`src/rtl/extmem_dma.sv`:
```
// Single-channel DMA between a valid/ready word stream and a synchronous external
// RAM port. Read bursts go through a small prefetch FIFO. Write bursts forward each accepted word.
`ifndef ADDR_EXT_RAM
`define ADDR_EXT_RAM 23
`endif
`ifndef DATA_EXT_RAM
`define DATA_EXT_RAM 16
`endif

module extmem_dma #(
  parameter int AW    = `ADDR_EXT_RAM,
  parameter int DW    = `DATA_EXT_RAM,
  parameter int LW    = 16,
  parameter int DEPTH = 4
) (
  input  logic          clk,
  input  logic          rst_n,
  input  logic          cmd_valid,
  output logic          cmd_ready,
  input  logic          cmd_write,
  input  logic [AW-1:0] cmd_addr,
  input  logic [LW-1:0] cmd_len,
  output logic          rdo_valid,
  input  logic          rdo_ready,
  output logic [DW-1:0] rdo_data,
  output logic          rdo_last,
  input  logic          wri_valid,
  output logic          wri_ready,
  input  logic [DW-1:0] wri_data,
  output logic          busy,
  output logic          done,
  output logic          ext_re,
  output logic [AW-1:0] ext_rd_addr,
  input  logic [DW-1:0] ext_rd_data,
  output logic          ext_we,
  output logic [AW-1:0] ext_wr_addr,
  output logic [DW-1:0] ext_wr_data
);

  localparam int PW = $clog2(DEPTH);
  localparam int CW = PW + 1;
  localparam logic [CW:0] DEPTH_C = (CW+1)'(DEPTH);

  typedef enum logic [1:0] {IDLE = 2'd0, READ = 2'd1, WRITE = 2'd2} state_t;

  state_t        state_r;
  logic [AW-1:0] addr_r;
  logic [LW-1:0] len_r, issued_r, accepted_r, popped_r;
  logic          ext_re_r, re_d1_r, ext_we_r, done_r, wri_ready_r;
  logic [AW-1:0] ext_rd_addr_r, ext_wr_addr_r;
  logic [DW-1:0] ext_wr_data_r;
  logic [DW-1:0] fifo_mem_r [DEPTH];
  logic [PW-1:0] wr_ptr_r, rd_ptr_r;
  logic [CW-1:0] count_r;
  logic [CW:0]   occ_s;
  logic          push_s, pop_s, can_issue_s, last_s;

  // Occupancy counts buffered words plus the two read-pipeline stages still in flight.
  always_comb begin
    occ_s       = {1'b0, count_r} + {{CW{1'b0}}, ext_re_r} + {{CW{1'b0}}, re_d1_r};
    push_s      = re_d1_r;
    last_s      = (popped_r == (len_r - LW'(1'b1)));
    pop_s       = 1'b0;
    can_issue_s = 1'b0;
    if (state_r == READ) begin
      pop_s       = (count_r != {CW{1'b0}}) && rdo_ready;
      can_issue_s = (issued_r < len_r) && (occ_s < DEPTH_C);
    end else begin
      pop_s       = 1'b0;
      can_issue_s = 1'b0;
    end
  end

  assign cmd_ready   = (state_r == IDLE);
  assign busy        = (state_r != IDLE);
  assign done        = done_r;
  assign rdo_valid   = (count_r != {CW{1'b0}});
  assign rdo_data    = fifo_mem_r[rd_ptr_r];
  assign rdo_last    = rdo_valid && last_s;
  assign wri_ready   = wri_ready_r;
  assign ext_re      = ext_re_r;
  assign ext_rd_addr = ext_rd_addr_r;
  assign ext_we      = ext_we_r;
  assign ext_wr_addr = ext_wr_addr_r;
  assign ext_wr_data = ext_wr_data_r;

  // Read prefetch FIFO: captures memory data one cycle after each issued read.
  always_ff @(posedge clk or negedge rst_n) begin
    if (!rst_n) begin
      for (int i = 0; i < DEPTH; i++) fifo_mem_r[i] <= {DW{1'b0}};
      wr_ptr_r <= {PW{1'b0}};
      rd_ptr_r <= {PW{1'b0}};
      count_r  <= {CW{1'b0}};
    end else begin
      if (push_s) begin
        fifo_mem_r[wr_ptr_r] <= ext_rd_data;
        wr_ptr_r             <= wr_ptr_r + PW'(1'b1);
      end
      if (pop_s) rd_ptr_r <= rd_ptr_r + PW'(1'b1);
      if (push_s && !pop_s) count_r <= count_r + CW'(1'b1);
      else if (!push_s && pop_s) count_r <= count_r - CW'(1'b1);
    end
  end

  // Burst control FSM with registered memory-port and handshake outputs.
  always_ff @(posedge clk or negedge rst_n) begin
    if (!rst_n) begin
      state_r       <= IDLE;
      addr_r        <= {AW{1'b0}};
      len_r         <= {LW{1'b0}};
      issued_r      <= {LW{1'b0}};
      accepted_r    <= {LW{1'b0}};
      popped_r      <= {LW{1'b0}};
      ext_re_r      <= 1'b0;
      re_d1_r       <= 1'b0;
      ext_we_r      <= 1'b0;
      done_r        <= 1'b0;
      wri_ready_r   <= 1'b0;
      ext_rd_addr_r <= {AW{1'b0}};
      ext_wr_addr_r <= {AW{1'b0}};
      ext_wr_data_r <= {DW{1'b0}};
    end else begin
      done_r  <= 1'b0;
      re_d1_r <= ext_re_r;
      case (state_r)
        IDLE: begin
          ext_re_r    <= 1'b0;
          ext_we_r    <= 1'b0;
          wri_ready_r <= 1'b0;
          if (cmd_valid) begin
            addr_r     <= cmd_addr;
            len_r      <= cmd_len;
            issued_r   <= {LW{1'b0}};
            accepted_r <= {LW{1'b0}};
            popped_r   <= {LW{1'b0}};
            if (cmd_len == {LW{1'b0}}) begin
              done_r <= 1'b1;
            end else if (cmd_write) begin
              state_r     <= WRITE;
              wri_ready_r <= 1'b1;
            end else begin
              state_r <= READ;
            end
          end
        end
        READ: begin
          ext_we_r    <= 1'b0;
          wri_ready_r <= 1'b0;
          if (can_issue_s) begin
            ext_re_r      <= 1'b1;
            ext_rd_addr_r <= addr_r;
            addr_r        <= addr_r + AW'(1'b1);
            issued_r      <= issued_r + LW'(1'b1);
          end else begin
            ext_re_r <= 1'b0;
          end
          if (pop_s) begin
            popped_r <= popped_r + LW'(1'b1);
            if (last_s) begin
              state_r <= IDLE;
              done_r  <= 1'b1;
            end
          end
        end
        WRITE: begin
          ext_re_r <= 1'b0;
          if (wri_valid && wri_ready_r) begin
            ext_we_r      <= 1'b1;
            ext_wr_addr_r <= addr_r;
            ext_wr_data_r <= wri_data;
            addr_r        <= addr_r + AW'(1'b1);
            accepted_r    <= accepted_r + LW'(1'b1);
            if ((accepted_r + LW'(1'b1)) == len_r) begin
              wri_ready_r <= 1'b0;
              state_r     <= IDLE;
              done_r      <= 1'b1;
            end
          end else begin
            ext_we_r <= 1'b0;
          end
        end
        default: begin
          state_r     <= IDLE;
          ext_re_r    <= 1'b0;
          ext_we_r    <= 1'b0;
          wri_ready_r <= 1'b0;
        end
      endcase
    end
  end

endmodule

```
`config.mk`:
```
export PLATFORM = sky130hd
export DESIGN_NAME = extmem_dma
export DESIGN_NICKNAME = d
export VERILOG_FILES = /design/src/rtl/extmem_dma.sv
export SDC_FILE = /design/constraint.sdc
export NUM_CORES = 1
export LEC_CHECK = 0
export CORE_MARGIN = 2
export CORE_UTILIZATION = 35
export CTS_BUF_LIST = sky130_fd_sc_hd__clkbuf_2 sky130_fd_sc_hd__clkbuf_4 sky130_fd_sc_hd__clkbuf_8
export DETAILED_ROUTE_END_ITERATION = 10
export PLACE_DENSITY = 0.51
export SYNTH_ARGS = -nofsm -noshare
export SYNTH_HDL_FRONTEND = slang
export SYNTH_SLANG_ARGS = --single-unit
```
`constraint.sdc`:
```
create_clock -name clk -period 3.2 [get_ports clk]
set_input_delay 0.64 -clock clk [delete_from_list [all_inputs] [get_ports clk]]
set_output_delay 0.64 -clock clk [all_outputs]
set_load 0.01 [all_outputs]
```
==> results.yml, run 1 <==
run_status:
  status: "finished, violations left"
  violations: "setup timing"
power_and_ir_drop:
  sequentialPowerShare: 0.341
  p_sw_frac: 0.3626
  peakVddDrop_mv: 0.4792
  p_leak_nw: 6.526
  power.density_nw_per_um2: 935.7
  p_int_mw: 9.025
  p_switching_mw: 5.134
  p_comb_frac: 0.443
  pwr-share-clk: 0.216
placed_design:
  dp.cells: 1731
  dp_hpwl_mm: 22.31
  place_ws_ns: -0.3123
  portBuffers: 162
  place.gp.congestion: 0.8298
sta:
  slew_headroom: 0.4041
  hold_slack_ns: 0.05050
  rsz0062_at_grt: "true"
  post-route-min-period_ns: 3.601
  setup_slack_ns: -0.4009
  worstMarginPinSlew_ns: 0.8917
  finClkSkew_ns: 0.02324
  timing.fmax_ghz: 0.2777
  setup_violations: 1
  period_share: 1.125
  drv_slew: 0
  hold_violations: 0
worst_setup_path:
  crit_path_cell_trace: "nor4_4 > nand3_2 > or4_4 > o221ai_2 > nand4_1 > a2111oi_4 > buf_4 > and2_4 > buf_6"
  crit_family: "simple AND/OR/NAND/NOR gates"
  worst-path-buf-inv: 2
  worst-path-stages: 9
  r2r-start: "len_r[9]"
  cp-start-kind: "flop"
  crit_fanout: 3
  required_ns: 2.56
  rr_worst_depth: 12
  arrival_ns: 2.96
  crit_type: "flop to output port"
  crit_path_max_incr_delay_ns: 0.47
  cp-startpoint: "len_r[7]"
  reg2reg_setup_slack_ns: 0.22
  endpoint_kind: "output port"
  r2r-end: "issued_r[15]"
  worstSetupEndpoint: "rdo_last"
  worst_path_max_delay_cell: "or4_4"
routing:
  drt_wl_total_mm: 31.91
  ant_nets: 0
  via_count: 9118
  firstDrtPassIters: 4
  initialDrtViolationCount: 358
  post_drt_wl_per_cell_um: 17.63
  viasPerCell: 5.038
  drc: 0
synthesis:
  synthArstFlopShare: 1.000
  ys_types: 69
  ys.flop_type: "dfrtp_1"
  syn-num-nets: 1234
  netlist_instances: 1126
  yosysSeqAreaShare: 0.4843
  syn_avg_cell_area_um2: 10.42
  synth-edff-count: 0
  ys_warn_count: 0
  ys_seq_elements: 227
  syn_area_um2: 11730
job:
  maxCapViolCount: 0
global_routing:
  grt_max_degree: 78
  grt_pass1_wl_mm: 52.82
  gr-total-overflow: 0
  antenna_found_initial: 2
  grt_usage: 0.1868
  grt_pass1_vias: 9640
cells_and_area:
  layout_commonest_cell: "dfrtp_1"
  syn2layout_area_growth_pct: 29.00
  drive_above_1_share: 0.1535
  fin_nets: 1438
  final_util: 0.4547
  seqCellArea_um2: 5680
  diodes: 0
  multi_input_area_um2: 5680
  final_cell_mix: "dfrtp_1, nand2_1, clkdlybuf4s50_1"
  n_fill_cell: 3204
  fin_cells: 1810
floorplan:
  chipHeight_um: 187.1
  initial_core_util: 0.3525
  dieArea_um2: 35000
  pin_count: 163
  rows: 67
  chipWidth_um: 187.1
  core_area_um2: 33280
clock_network:
  insertion_delay_ns: 0.57
  cts.sinks: 227
  cts_made_buffers: 43
  cts_tree: "built"
  clkTransAtPathRegs_ns: 0.06
  cts-root-buf: "clkbuf_8"
  htree_levels: 2
  cts_buffer_depth: 3
min_path:
  hold_class: "primary input to async pin"
## timing repair
action,4_1_cts,5_1_grt
endpoints found under the setup margin,1,1
gates resized for setup,6,4
pin swaps,0,7
hold buffers,0,0
hold endpoints to repair,0,0
setup buffers,0,2
## logic make-up after synthesis
group                    Yosys count  share of synthesized area
XOR/XNOR                          62                    0.04629
multiplexers                     129                     0.1382
flip-flops                       227                     0.4843
adder cells (fa/ha/maj)           31                    0.03371
AO/OA/AOI/OAI                    208                     0.1088
buffers and inverters            101                    0.03392
AND/OR/NAND/NOR                  368                     0.1548
## through the flow
stage                     instance area [µm²]  setup TNS [ns]  power, mW
after floorplan                         11730               0      8.393
after global placement                  14160         -0.2851      11.09
after detailed placement                14160         -0.3123      11.17
after CTS                               15100         -0.5072      14.36
after global routing                    15130         -0.5718      15.23
final                                   15130         -0.4009      14.16
## how the worst min path moves through the flow
stage | cells past startpoint | end
floorplan | 0 | accepted_r[0]
global placement | 0 | push_s
detailed placement | 0 | push_s
CTS | 1 | accepted_r[10]
global route | 1 | accepted_r[10]
finish | 1 | accepted_r[10]
## cell usage after synthesis, drive strengths merged, types with 5 or more instances
cell type,instances,area share
ha,30,0.032
xor2,26,0.019
mux2i,9,0.0077
and3,15,0.0080
mux4,16,0.031
and4,5,0.0037
clkbuf,49,0.016
nand2b,8,0.0043
o22ai,15,0.0080
nor4,10,0.0066
nor2,48,0.015
mux2,104,0.10
buf,12,0.0054
a21oi,65,0.028
nand4,29,0.015
inv,39,0.012
o31ai,15,0.010
dfrtp,227,0.48
a21o,8,0.0051
or3,7,0.0037
or4,12,0.0080
nor3,8,0.0044
o211ai,10,0.0068
nand3,41,0.018
xnor2,36,0.027
nand2,165,0.053
o21ai,66,0.028
## area by class of cell
cell class / count / share of cell area
clock inverter: 6 / 0.002977
sequential: 227 / 0.3754
timing repair buffer: 220 / 0.1405
clock buffer: 71 / 0.05879
multi-input combinational: 798 / 0.3754
inverter: 40 / 0.009922
tap: 448 / 0.03704
## metal layers
metal  GRT usage  vias up  wire [µm]
li1            -     4437          -
met1      0.2434     4423      14470
met2      0.3001      198      14590
met3     0.06116       56       2265
met4     0.04762        4        551
met5           0        -         28
## state kept, by name, indices dropped and copies added, names as in the netlist
| signal | flops |
|---|---|
| fifo_mem_r | 64 |
| addr_r | 23 |
| ext_rd_addr | 23 |
| ext_wr_addr | 23 |
| accepted_r | 16 |
| ext_wr_data | 16 |
| issued_r | 16 |
| len_r | 16 |
| popped_r | 16 |
| count_r | 3 |
| rd_ptr_r | 2 |
| state_r | 2 |
| wr_ptr_r | 2 |
| done | 1 |
| ext_re | 1 |
| ext_we | 1 |
| push_s | 1 |
| wri_ready | 1 |
## power groups by stage
| stage | sequential (mW) | combinational (mW) | clock [mW] |
|---|---|---|---|
| 2_1_floorplan | 4.82 | 3.57 | 0 |
| 4_1_cts | 4.84 | 6.33 | 3.18 |
| 3_5_place_dp | 4.87 | 6.30 | 0 |
| 5_1_grt | 5.00 | 6.92 | 3.30 |
| 3_3_place_gp | 4.85 | 6.24 | 0 |
| 6_report | 4.83 | 6.27 | 3.06 |
Power figures use the tool's default switching activity.
==> run 2: changes to the inputs <==
Settings changed: GPL_TIMING_DRIVEN set to 0.
==> run 2 against run 1 <==
The flow still finishes with violations (setup timing); combinational power decreased by 2%; first-iteration DRC count increased by 0.84%; register-to-register slack got worse by 0.05 ns; critical path depth increased by 1; utilization about the same; die area unchanged; largest power group unchanged.
==> results.yml, run 2 (synthesis gave the netlist of run 1 again) <==
floorplan:
  pin_count: 163
  core_area_um2: 33280
  chipHeight_um: 187.1
  chipWidth_um: 187.1
  dieArea_um2: 35000
  initial_core_util: 0.3525
  rows: 67
sta:
  tns_ns: -0.5374
  setup_violations: 1
  post-route-min-period_ns: 3.737
  hold_violations: 0
  drv_slew: 0
  hold_slack_ns: 0.4110
  setup_slack_ns: -0.5374
  timing.fmax_ghz: 0.2676
  slew_headroom: 0.4659
  rsz0062_at_grt: "true"
  period_share: 1.168
  finClkSkew_ns: 0.03126
  worstMarginPinSlew_ns: 0.7982
run_status:
  violations: "setup timing"
  status: "finished, violations left"
routing:
  drt_wl_total_mm: 33.06
  firstDrtPassIters: 4
  ant_nets: 0
  post_drt_wl_per_cell_um: 18.18
  drc: 0
  via_count: 9328
  initialDrtViolationCount: 361
  viasPerCell: 5.131
global_routing:
  grt_max_degree: 105
  grt_pass1_wl_mm: 53.95
  grt_usage: 0.1917
  antenna_found_initial: 1
  gr-total-overflow: 0
  grt_pass1_vias: 9682
cells_and_area:
  layout_commonest_cell: "dfrtp_1"
  fin_area_um2: 15140
  final_cell_mix: "dfrtp_1, nand2_1, clkdlybuf4s50_1"
  syn2layout_area_growth_pct: 29.10
  n_fill_cell: 3188
  fin_nets: 1447
  drive_above_1_share: 0.1395
  largest_reg_flops: 64
  largest-register: "fifo_mem_r"
placed_design:
  place.gp.congestion: 0.8505
  placed_cell_area_um2: 13960
  place_ws_ns: -0.9763
  dp_hpwl_mm: 23.28
  portBuffers: 161
worst_setup_path:
  crit_type: "flop to output port"
  required_ns: 2.56
  reg2reg_setup_slack_ns: 0.17
  crit_fanout: 10
  arrival_ns: 3.10
  endpoint_kind: "output port"
  cp-start-kind: "flop"
power_and_ir_drop:
  power.density_nw_per_um2: 946.4
  p_leak_nw: 6.448
  peakVddDrop_mv: 0.3933
  finalPower_mw: 14.33
clock_network:
  clkTransAtPathRegs_ns: 0.06
  cts_buffer_depth: 3
  htree_levels: 2
  cts-root-buf: "clkbuf_8"
  cts_tree: "built"
  cts.sinks: 227
  insertion_delay_ns: 0.57
  cts_made_buffers: 42
job:
  maxCapViolCount: 0
min_path:
  hold_class: "flop to flop"
==> run 2: cell type report <==
class | instances | area [µm²] | share of cell area
plain buffers | 54 | 264.0 | 0.01743
clock inverters | 9 | 147.6 | 0.009750
repair buffers | 176 | 1773 | 0.1171
clock buffers | 65 | 807.0 | 0.05329
flip-flops and latches | 227 | 5690 | 0.3758
inverters | 40 | 150.1 | 0.009915
diodes | 1 | 2.502 | 0.0001652
well taps | 448 | 560.5 | 0.03702
multi-input cells | 798 | 5748 | 0.3796
==> run 2: where the power goes <==
part           internal [mW]  leakage, nW  switching [mW]
sequential              4.02         2.78           0.967
clock                   1.92        0.503            1.28
combinational           3.11         3.16            3.02
==> run 2: through the flow <==
step                utilization  instances
finish                   0.4550       1818
global route             0.4549       1817
CTS                      0.4528       1816
detailed placement       0.4195       1737
global placement         0.4177       1735
floorplan                     -       1126
==> run 2: what timing repair did <==
item	4_1_cts	5_1_grt
gates resized for setup	30	24
pin swaps	8	5
hold buffers	1	0
buffers inserted	10	2
endpoints found under the hold margin	28	0
setup endpoints to repair	71	52
==> run 2: path summary, 6_finish.rpt <==
path,to,cells after the start,start
worst max-delay path,rdo_last,10,len_r[2]
worst min-delay path,push_s,0,ext_re
worst max register to register,issued_r[14],10,len_r[13]
worst min register to register,push_s,0,ext_re
max in group asynchronous,rd_ptr_r[0],3,rst_n
min in group asynchronous,accepted_r[10],2,rst_n
==> run 2: metal layers <==
layer  GRT usage  vias up  part of all wire
met2      0.3060      226              0.46
met3     0.05891       65             0.065
met5           0        -           0.00042
met4     0.06227        2             0.026
met1      0.2486     4576              0.45
li1            -     4459                 -
==> run 2: critical path, cell delays in order (launching register included) <==
cell and delay [ns]:
dfrtp_1 0.36, buf_4 0.18, nor3_4 0.30, nand2_1 0.09, or4_4 0.53, nor4b_4 0.28, o31ai_2 0.11, a2111oi_4 0.27
buf_4 0.19, and2_4 0.14, buf_6 0.10
==> run 3: changes to the inputs <==
Settings changed: CTS_BUF_LIST sky130_fd_sc_hd__clkbuf_2 sky130_fd_sc_hd__clkbuf_4 sky130_fd_sc_hd__clkbuf_8 to sky130_fd_sc_hd__clkbuf_4 sky130_fd_sc_hd__clkbuf_8.
==> results of run 3 <==
The final DEF is identical to that of run 2; final timing and power are the same.
